## src/rtl/ceespu_wb_arbiter.sv

```systemverilog
// ceespu_wb_arbiter: shares the single regfile write port between the ALU
// (requester 0) and the LSU load path (requester 1). Each source owns a
// one-entry holding slot; full slots drain onto the write port under
// round-robin arbitration, with age ordering when both target the same
// register. Values still sitting in a slot are forwarded to read ports A/B.
module ceespu_wb_arbiter #(
  parameter int DATA_W  = 32,
  parameter int SEL_W   = 5,
  parameter int DROP_R0 = 0,
  parameter int CNT_W   = 16
) (
  input  logic              I_clk,
  input  logic              I_rst,
  input  logic              I_alu_valid,
  input  logic [SEL_W-1:0]  I_alu_sel,
  input  logic [DATA_W-1:0] I_alu_data,
  output logic              O_alu_ready,
  input  logic              I_mem_valid,
  input  logic [SEL_W-1:0]  I_mem_sel,
  input  logic [DATA_W-1:0] I_mem_data,
  output logic              O_mem_ready,
  output logic              O_we,
  output logic [SEL_W-1:0]  O_selD,
  output logic [DATA_W-1:0] O_dataD,
  input  logic [SEL_W-1:0]  I_selA,
  input  logic [SEL_W-1:0]  I_selB,
  output logic              O_fwdA_hit,
  output logic [DATA_W-1:0] O_fwdA_data,
  output logic              O_fwdB_hit,
  output logic [DATA_W-1:0] O_fwdB_data,
  output logic [CNT_W-1:0]  O_stall_cnt
);

  localparam logic SLOT_EMPTY = 1'b0;
  localparam logic SLOT_FULL  = 1'b1;

  logic              aluState_q, aluState_d;
  logic [SEL_W-1:0]  aluSel_q, aluSel_d;
  logic [DATA_W-1:0] aluData_q, aluData_d;
  logic              memState_q, memState_d;
  logic [SEL_W-1:0]  memSel_q, memSel_d;
  logic [DATA_W-1:0] memData_q, memData_d;
  // 1 when the MEM slot filled before the ALU slot
  logic              memOlder_q, memOlder_d;
  // 1 when the most recent grant went to MEM
  logic              rrLastMem_q, rrLastMem_d;
  logic [CNT_W-1:0]  stallCnt_q, stallCnt_d;

  logic aluFull, memFull;
  logic grantAlu, grantMem;
  logic aluReady, memReady;
  logic aluDrop, memDrop;
  logic aluFill, memFill;
  logic aluStay, memStay;
  logic stallNow;
  logic aluHitA, memHitA, aluHitB, memHitB;

  assign aluFull = (aluState_q == SLOT_FULL);
  assign memFull = (memState_q == SLOT_FULL);

  // Pick which held slot drives the write port: same target -> oldest first, else alternate
  always_comb begin
    grantAlu = 1'b0;
    grantMem = 1'b0;
    if (aluFull && memFull) begin
      if (aluSel_q == memSel_q) begin
        grantAlu = ~memOlder_q;
      end else begin
        grantAlu = rrLastMem_q;
      end
      grantMem = ~grantAlu;
    end else begin
      grantAlu = aluFull;
      grantMem = memFull;
    end
  end

  // A slot can take a new value when empty or when it drains on this same edge
  always_comb begin
    aluReady = ~aluFull | grantAlu;
    memReady = ~memFull | grantMem;
    aluDrop  = (DROP_R0 != 0) && (I_alu_sel == '0);
    memDrop  = (DROP_R0 != 0) && (I_mem_sel == '0);
    aluFill  = I_alu_valid & aluReady & ~aluDrop;
    memFill  = I_mem_valid & memReady & ~memDrop;
    aluStay  = aluFull & ~grantAlu;
    memStay  = memFull & ~grantMem;
    stallNow = (I_alu_valid & ~aluReady) | (I_mem_valid & ~memReady);
  end

  // Next slot contents, age ordering, round-robin pointer and stall counter
  always_comb begin
    aluState_d  = aluFill ? SLOT_FULL : (grantAlu ? SLOT_EMPTY : aluState_q);
    aluSel_d    = aluFill ? I_alu_sel : aluSel_q;
    aluData_d   = aluFill ? I_alu_data : aluData_q;
    memState_d  = memFill ? SLOT_FULL : (grantMem ? SLOT_EMPTY : memState_q);
    memSel_d    = memFill ? I_mem_sel : memSel_q;
    memData_d   = memFill ? I_mem_data : memData_q;

    // The slot still holding an undrained entry is older than anything filled now;
    // if neither survives the edge, a simultaneous fill makes the ALU the older one
    memOlder_d = memOlder_q;
    if (memStay && !aluStay) begin
      memOlder_d = 1'b1;
    end else if (aluStay && !memStay) begin
      memOlder_d = 1'b0;
    end else if (!aluStay && !memStay) begin
      memOlder_d = 1'b0;
    end

    rrLastMem_d = rrLastMem_q;
    if (grantAlu || grantMem) begin
      rrLastMem_d = grantMem;
    end

    stallCnt_d = stallCnt_q;
    if (stallNow && (stallCnt_q != '1)) begin
      stallCnt_d = stallCnt_q + CNT_W'(1);
    end
  end

  // State registers; reset throws away any held entries without writing them
  always_ff @(posedge I_clk or posedge I_rst) begin
    if (I_rst) begin
      aluState_q  <= SLOT_EMPTY;
      aluSel_q    <= '0;
      aluData_q   <= '0;
      memState_q  <= SLOT_EMPTY;
      memSel_q    <= '0;
      memData_q   <= '0;
      memOlder_q  <= 1'b0;
      rrLastMem_q <= 1'b1;
      stallCnt_q  <= '0;
    end else begin
      aluState_q  <= aluState_d;
      aluSel_q    <= aluSel_d;
      aluData_q   <= aluData_d;
      memState_q  <= memState_d;
      memSel_q    <= memSel_d;
      memData_q   <= memData_d;
      memOlder_q  <= memOlder_d;
      rrLastMem_q <= rrLastMem_d;
      stallCnt_q  <= stallCnt_d;
    end
  end

  // Write port mirrors the granted slot, all zero when idle
  always_comb begin
    O_we    = 1'b0;
    O_selD  = '0;
    O_dataD = '0;
    if (grantAlu) begin
      O_we    = 1'b1;
      O_selD  = aluSel_q;
      O_dataD = aluData_q;
    end else if (grantMem) begin
      O_we    = 1'b1;
      O_selD  = memSel_q;
      O_dataD = memData_q;
    end
  end

  // Forward held values to the read ports; when both slots match, the younger one wins
  always_comb begin
    aluHitA     = aluFull && (aluSel_q == I_selA);
    memHitA     = memFull && (memSel_q == I_selA);
    aluHitB     = aluFull && (aluSel_q == I_selB);
    memHitB     = memFull && (memSel_q == I_selB);
    O_fwdA_hit  = aluHitA | memHitA;
    O_fwdB_hit  = aluHitB | memHitB;
    O_fwdA_data = '0;
    O_fwdB_data = '0;
    if (aluHitA && memHitA) begin
      O_fwdA_data = memOlder_q ? aluData_q : memData_q;
    end else if (aluHitA) begin
      O_fwdA_data = aluData_q;
    end else if (memHitA) begin
      O_fwdA_data = memData_q;
    end
    if (aluHitB && memHitB) begin
      O_fwdB_data = memOlder_q ? aluData_q : memData_q;
    end else if (aluHitB) begin
      O_fwdB_data = aluData_q;
    end else if (memHitB) begin
      O_fwdB_data = memData_q;
    end
  end

  assign O_alu_ready = aluReady;
  assign O_mem_ready = memReady;
  assign O_stall_cnt = stallCnt_q;

endmodule
```

## config.mk

```make
export PLATFORM = sky130hd
export DESIGN_NAME = ceespu_wb_arbiter
export DESIGN_NICKNAME = d
export VERILOG_FILES = /design/src/rtl/ceespu_wb_arbiter.sv
export SDC_FILE = /design/constraint.sdc
export NUM_CORES = 1
export LEC_CHECK = 0
export ABC_AREA = 0
export CORE_MARGIN = 2
export CORE_UTILIZATION = 39
export DETAILED_ROUTE_END_ITERATION = 7
export GPL_TIMING_DRIVEN = 0
export PLACE_DENSITY = 0.77
export SLEW_MARGIN = 20
export SYNTH_ARGS = -nofsm -noshare
export SYNTH_HDL_FRONTEND = slang
export SYNTH_SLANG_ARGS = --single-unit
```

## constraint.sdc

```tcl
create_clock -name I_clk -period 2.9 [get_ports I_clk]
set_input_delay 0.435 -clock I_clk [delete_from_list [all_inputs] [get_ports I_clk]]
set_output_delay 0.435 -clock I_clk [all_outputs]
set_load 0.03 [all_outputs]
```

==> results.json, run 1 <==
{
  "grt_pass1_wl_mm": 25.6,
  "ioPinCount": 210,
  "htree_levels": 3,
  "drive_above_1_share_pct": 42.5,
  "reg2reg_to": "memData_q[1]",
  "seqPwrFrac_pct": 32.6,
  "yosysMostFrequentCell": "a22o_1",
  "clkTransAtPathRegs_ns": 0.07,
  "power_frac_comb_pct": 50.6,
  "synthFlopType": "dfrtp_1",
  "max-cap-violations": 0,
  "synth_edf_count": 0,
  "vias": 4560,
  "sw_frac_of_total_pct": 42.0,
  "async_flop_share_pct": 100,
  "ff_latch_area_um2": 2360,
  "skew_ns": 0.00695,
  "yosysUniqueCellTypes": 33,
  "cp_data_required_time_ns": 2.47,
  "synthCells": 417,
  "die_h_um": 119,
  "die_w_um": 119,
  "cts_buffers": 9,
  "fin_crit_sh_pct": 99.6,
  "initial_utilization_pct": 40.3,
  "hold_violations": 0,
  "post-route-util_pct": 63.2,
  "fin_nets": 751,
  "yosysWarnings": 0,
  "power.static_leakage_nw": 3.74,
  "clockPowerShare_pct": 16.8,
  "p_sw_mw": 2.74,
  "p_int_mw": 3.79,
  "gp_congestion": 0.856,
  "placed_area_um2": 7480,
  "via_per_inst": 5.44,
  "finalSetupViolCount": 0,
  "fin_area_um2": 8070,
  "drtAntennaViolNets": 0,
  "yosys_register_bits": 94,
  "wl_mm": 16.9,
  "netlist_top_cells_count": "a22o_1 (100), dfrtp_1 (93), mux2_2 (53), xor2_1 (36), mux2_4 (23)",
  "fin_total_pwr_mw": 6.53,
  "drc_errors": 0,
  "cp.arrival_ns": 2.45,
  "worst_pin_slew_ns": 0.699,
  "r2r_start": "aluSel_q[4]",
  "synth_area_leader_cell": "dfrtp_1",
  "dp_cells": 799,
  "multi_input_area_um2": 2740,
  "portBuffers": 209,
  "instances_no_fill": 839,
  "syn_area_um2": 5140,
  "clkSinkCount": 94,
  "grt_max_degree": 53,
  "rrSetupSlack_ns": 0.35,
  "vdd_drop_max_uv": 484,
  "seq_area_frac_synth_pct": 45.7,
  "rsz0062_at_grt": "yes",
  "dieArea_um2": 14100,
  "relSlewSlack_pct": 53.2,
  "fmax_ghz": 0.346,
  "grt_pass1_vias": 4677,
  "synth_area_leaders": "dfrtp_1 (45%), a22o_1 (17%), mux2_2 (12%), mux2_4 (6.7%), xor2_1 (6.1%)",
  "area_delta_synth_final_pct": 56.9,
  "wl_per_cell_um": 20.1,
  "status": "finished clean",
  "clk_latency_ns": 0.35,
  "setup_ws_ns": 0.0120,
  "antenna_found_initial": 1,
  "rows": 41,
  "finalMaxSlewViolations": 0,
  "gr-total-overflow": 0,
  "drt_iter0_drc": 232,
  "post-route-min-period_ns": 2.89,
  "critPathLaunchType": "register",
  "nFillCells": 1048,
  "syn-num-nets": 506,
  "hp-class": "in -> async",
  "critical_path.endpoint_type": "output pin",
  "first_pass_iters": 4,
  "cts_tree": "built",
  "cts_buffer_depth": 2,
  "cp_max_fo": 6,
  "postSynthAreaPerCell_um2": 12.3,
  "powerDensity_nw_per_um2": 809,
  "core_area_um2": 12800,
  "cts-root-buf": "clkbuf_16",
  "hpwl_mm": 11.7,
  "grt_use_total_pct": 23.3,
  "yosysTopAreaCellShare_pct": 45.2,
  "ff2ff_path_depth": 11,
  "worstSetupPathType": "reg -> out",
  "pre_cts_ws_ns": -1.08
}
==> worst max-delay path: stages, from the launching register on <==
cell and delay (ns):
dfrtp_2 0.44, buf_6 0.13, xor2_1 0.14, nor4_1 0.22
and3_2 0.25, inv_2 0.06, nor2_4 0.27, buf_12 0.15
clkbuf_16 0.13, a22o_1 0.17, buf_6 0.14
==> metal layers <==
metal / GRT usage (%) / vias to the layer above / routed length [µm]
li1: - / 2057 / -
met1: 28.2 / 2289 / 6870
met2: 40.5 / 189 / 8640
met3: 6.80 / 25 / 1040
met4: 6.47 / 0 / 333
met5: 0 / - / 0
==> state kept, by name, summed over array words and instances, names as in the netlist <==
register / count
aluFull: 1
O_stall_cnt: 16
memSel_q: 5
memOlder_q: 1
aluSel_q: 5
rrLastMem_q: 1
memData_q: 32
memFull: 1
aluData_q: 32
==> layout make-up <==
class	count	share of cell area (%)
multi-input cells	290	33.9
flip-flops and latches	94	29.3
repair buffers	234	26.4
plain buffers	28	4.12
clock buffers	12	3.05
well taps	172	2.67
inverters	5	0.295
clock inverters	3	0.264
diodes	1	0.0310
==> power groups by stage <==
stage | sequential, mW | combinational [mW] | clock (mW)
finish | 2.13 | 3.31 | 1.10
global route | 2.18 | 3.48 | 1.18
CTS | 2.09 | 3.16 | 1.12
detailed placement | 2.10 | 3.24 | 0
global placement | 2.07 | 3.20 | 0
floorplan | 2.07 | 2.01 | 0
==> cells by family after synthesis <==
logic type / share of synthesized area, %
AO/OA/AOI/OAI: 18.1
XOR/XNOR: 6.81
adder cells (fa/ha/maj): 0.243
buffers and inverters: 3.50
flip-flops: 45.7
multiplexers: 18.3
AND/OR/NAND/NOR: 7.25
==> metrics by stage <==
stage	setup TNS, ns	hold WS [ns]
final	0	0.486
after global routing	-3.28	0.515
after CTS	0	0.490
after detailed placement	-79.73	0.484
after global placement	-209.09	0.479
after floorplan	0	0.471
==> how the worst max path moves through the flow <==
stage / end / start / slack, ns
floorplan: O_stall_cnt[0] / I_rst / 0.02
global placement: memData_q[23] / I_rst / -1.43
detailed placement: O_fwdA_data[5] / I_selA[2] / -1.08
CTS: O_dataD[16] / memSel_q[4] / 0.0001
global route: O_fwdB_data[16] / memSel_q[2] / -0.09
finish: O_fwdA_data[18] / aluSel_q[4] / 0.01
==> placed cells by master (no fill, tap or decap), types with 2 or more instances in the layout <==
cell | netlist | layout
a22o_1 | 100 | 100
clkdlybuf4s50_1 | 0 | 98
dfrtp_1 | 93 | 84
mux2_2 | 53 | 53
buf_6 | 7 | 44
buf_2 | 3 | 40
xor2_1 | 36 | 32
buf_4 | 0 | 29
mux2_4 | 23 | 23
nand2_1 | 11 | 11
clkbuf_16 | 0 | 11
nor2_1 | 15 | 10
clkbuf_2 | 0 | 10
nand3_1 | 11 | 9
dfrtp_2 | 0 | 9
buf_8 | 0 | 8
dlymetal6s2s_1 | 0 | 7
clkbuf_4 | 0 | 6
nor4_2 | 2 | 5
clkbuf_8 | 0 | 5
clkdlybuf4s15_2 | 0 | 5
clkbuf_1 | 18 | 4
xor2_2 | 0 | 4
and3_1 | 5 | 4
xnor2_1 | 4 | 4
nor3_1 | 3 | 3
nor4_1 | 6 | 3
nand3_2 | 1 | 3
inv_1 | 5 | 3
a21oi_4 | 0 | 3
nor2_4 | 0 | 3
dlygate4sd2_1 | 0 | 3
nor3_2 | 2 | 2
nor2_2 | 0 | 2
nand2_4 | 2 | 2
nor4b_1 | 2 | 2
nand2b_1 | 2 | 2
clkdlybuf4s18_2 | 0 | 2
==> repair_timing <==
item | in CTS | in global routing
gates cloned | 0 | 2
resized for setup | 519 | 174
endpoints found under the setup margin | 103 | 101
hold buffers | 0 | 0
pin swaps | 8 | 27
setup buffers | 10 | 18
No activity file was read; power rests on OpenSTA's default activity.
==> run 2, diff against run 1 <==
--- a/config.mk
+++ b/config.mk
@@ -6,11 +6,12 @@
 export NUM_CORES = 1
 export LEC_CHECK = 0
 export ABC_AREA = 0
+export ABC_CLOCK_PERIOD_IN_PS = 2900
 export CORE_MARGIN = 2
-export CORE_UTILIZATION = 39
+export CORE_UTILIZATION = 25
 export DETAILED_ROUTE_END_ITERATION = 7
 export GPL_TIMING_DRIVEN = 0
-export PLACE_DENSITY = 0.77
+export SKIP_CTS_REPAIR_TIMING = 1
 export SLEW_MARGIN = 20
 export SYNTH_ARGS = -nofsm -noshare
 export SYNTH_HDL_FRONTEND = slang
==> run 2 against run 1 <==
The run now ends with setup timing left. Cell area increased by 3.1%. First-iteration DRC count decreased by 16%. Sequential share of layout area decreased by 0.85 points. Power increased by 6.2%. Combinational power increased by 8.8%. Utilization decreased by 22 points. Clock power increased by 11%. Setup slack got worse by 0.020 ns. Via count increased by 0.26%. Routed wire length increased by 12%. Non-clock buffer count unchanged. Flip-flop and latch count unchanged. Critical endpoint is now O_dataD[23]. Largest power group unchanged.
==> results.json, run 2 (synthesis gave the netlist of run 1 again) <==
{
  "wl_mm": 19.0,
  "grt_pass1_vias": 4892,
  "core_area_um2": 20200,
  "hpwl_mm": 13.0,
  "drt_iter0_drc": 196,
  "p_int_mw": 4.05,
  "cts_tree": "built",
  "rrSetupSlack_ns": 0.48,
  "post-route-min-period_ns": 2.91,
  "fin_area_um2": 8320,
  "portBuffers": 209,
  "fmax_ghz": 0.344,
  "initial_utilization_pct": 25.4,
  "fin_nets": 751,
  "die_h_um": 147,
  "use_met2_pct": 27.1,
  "fin_crit_sh_pct": 100,
  "hp-class": "reg -> reg",
  "grt_max_degree": 49,
  "status": "finished, violations left",
  "cts_buffers": 9,
  "cpPeakStageDelay_ns": 0.44,
  "vdd_drop_max_uv": 401,
  "cts-root-buf": "clkbuf_16",
  "final_cell_mix": "clkdlybuf4s50_1 (98), a22o_1 (96), dfrtp_1 (83)",
  "seqPwrFrac_pct": 30.5,
  "clockPowerShare_pct": 17.6,
  "relSlewSlack_pct": 54.7,
  "drtAntennaViolNets": 0,
  "path_cells": "xor2_1 > nor3_2 > a21oi_2 > a31oi_4 > a21oi_4 > buf_12 > buf_6 > buf_8 > a22o_1 > buf_6",
  "hold_violations": 0,
  "power_frac_comb_pct": 51.9,
  "antenna_found_initial": 0,
  "holdWs_ns": 0.482,
  "finalSetupViolCount": 5,
  "cp_max_fo": 10,
  "grt_pass1_wl_mm": 27.8,
  "max-cap-violations": 0,
  "gp_congestion": 0.880,
  "power.static_leakage_nw": 3.87,
  "p_sw_mw": 2.89,
  "worstSetupPathType": "reg -> out",
  "rows": 52,
  "clkSinkCount": 94,
  "cp_data_required_time_ns": 2.47,
  "violations": "setup timing",
  "drive_above_1_share_pct": 42.7,
  "first_pass_iters": 4,
  "critical_path.endpoint_type": "output pin",
  "gr-total-overflow": 0,
  "nFillCells": 1937,
  "clkTransAtPathRegs_ns": 0.07,
  "mostFrequentLayoutCell": "clkdlybuf4s50_1",
  "cpMostUsedCell": "buf_6",
  "clk_latency_ns": 0.35,
  "dieArea_um2": 21700,
  "top_usage_layer": "met2",
  "area_delta_synth_final_pct": 61.7,
  "htree_levels": 3,
  "die_w_um": 147,
  "drc_errors": 0,
  "rsz0062_at_grt": "yes",
  "met1_usage_pct": 20.6,
  "grt_use_total_pct": 16.5,
  "cts_buffer_depth": 2,
  "cp_num_buf_inv": 4,
  "worst_pin_slew_ns": 0.676,
  "wl_per_cell_um": 20.2,
  "finalMaxSlewViolations": 0,
  "cp_slowest_cell": "dfrtp_2",
  "critPathLaunchType": "register",
  "powerDensity_nw_per_um2": 834,
  "cp.arrival_ns": 2.47,
  "gr-usage-met3_pct": 5.22,
  "setup_ws_ns": -0.00774,
  "skew_ns": 0.0131,
  "via_per_inst": 4.88,
  "num_antenna_cells": 0,
  "ioPinCount": 210,
  "vias": 4572,
  "sw_frac_of_total_pct": 41.7,
  "crit_family": "compound AO/OA/AOI/OAI gates",
  "placed_area_um2": 7610
}
[run 2: cell count changes in the layout (fill, tap and decap cells not counted), sizes merged]
cell / before / now
buf: 123 / 116
bufinv: 0 / 1
clkbuf: 36 / 45
clkdlybuf4s15: 5 / 0
clkdlybuf4s18: 2 / 0
clkinv: 2 / 3
diode: 1 / 0
dlygate4sd2: 3 / 0
dlymetal6s2s: 7 / 13
inv: 5 / 6
[run 2: area by class of cell]
class | count | area (µm²) | share of cell area [%]
clock inverter | 6 | 71.3 | 0.857
clock buffer | 10 | 229 | 2.75
tap | 270 | 338 | 4.06
buffer | 28 | 337 | 4.05
sequential | 94 | 2370 | 28.4
inverter | 5 | 23.8 | 0.286
multi-input combinational | 290 | 2780 | 33.5
timing repair buffer | 234 | 2170 | 26.1
[run 2: worst reg2reg max path, delay by kind of cell, from the launching register on]
kind	cells	cell delay, ns
and+or+nand+nor	2	0.54
DFF	1	0.44
AOI/OAI and AO/OA	2	0.38
xor gates and xnor gates	2	0.35
muxes	1	0.33
buffers and inverters	2	0.32
[run 2: per-layer routing]
| metal | share of wire, % | vias to the layer above |
|---|---|---|
| met5 | 0 | - |
| met4 | 1.5 | 0 |
| met3 | 7.7 | 18 |
| met2 | 49 | 182 |
| met1 | 41 | 2314 |
| li1 | - | 2058 |
[run 2: metrics by stage]
stage	TNS, ns	worst slack (ns)	power (mW)	std cells	util (%)
4_1_cts	-111.32	-1.29	6.68	913	39.1
5_1_grt	-6.56	-0.122	7.29	937	41.1
3_5_place_dp	-96.12	-1.29	5.41	897	37.6
3_3_place_gp	-238.77	-1.59	5.35	896	37.4
2_1_floorplan	0	0.0180	4.07	417	-
6_report	-0.0192	-0.00774	6.94	937	41.1
[run 2: path summary, 6_finish.rpt]
path	endpoint	from	cells past startpoint
max in group asynchronous	rrLastMem_q	I_rst	3
max reg2reg	O_stall_cnt[8]	aluSel_q[0]	9
min	O_stall_cnt[8]	O_stall_cnt[8]	1
min in group asynchronous	O_stall_cnt[5]	I_rst	2
min reg2reg	O_stall_cnt[8]	O_stall_cnt[8]	1
max	O_dataD[23]	aluSel_q[0]	10
[run 2: power groups by stage]
stage / Sequential [mW] / Combinational, mW / Clock (mW)
3_3_place_gp: 2.07 / 3.27 / 0
5_1_grt: 2.17 / 3.81 / 1.31
2_1_floorplan: 2.07 / 2.01 / 0
3_5_place_dp: 2.11 / 3.30 / 0
6_report: 2.12 / 3.60 / 1.22
4_1_cts: 2.09 / 3.33 / 1.26
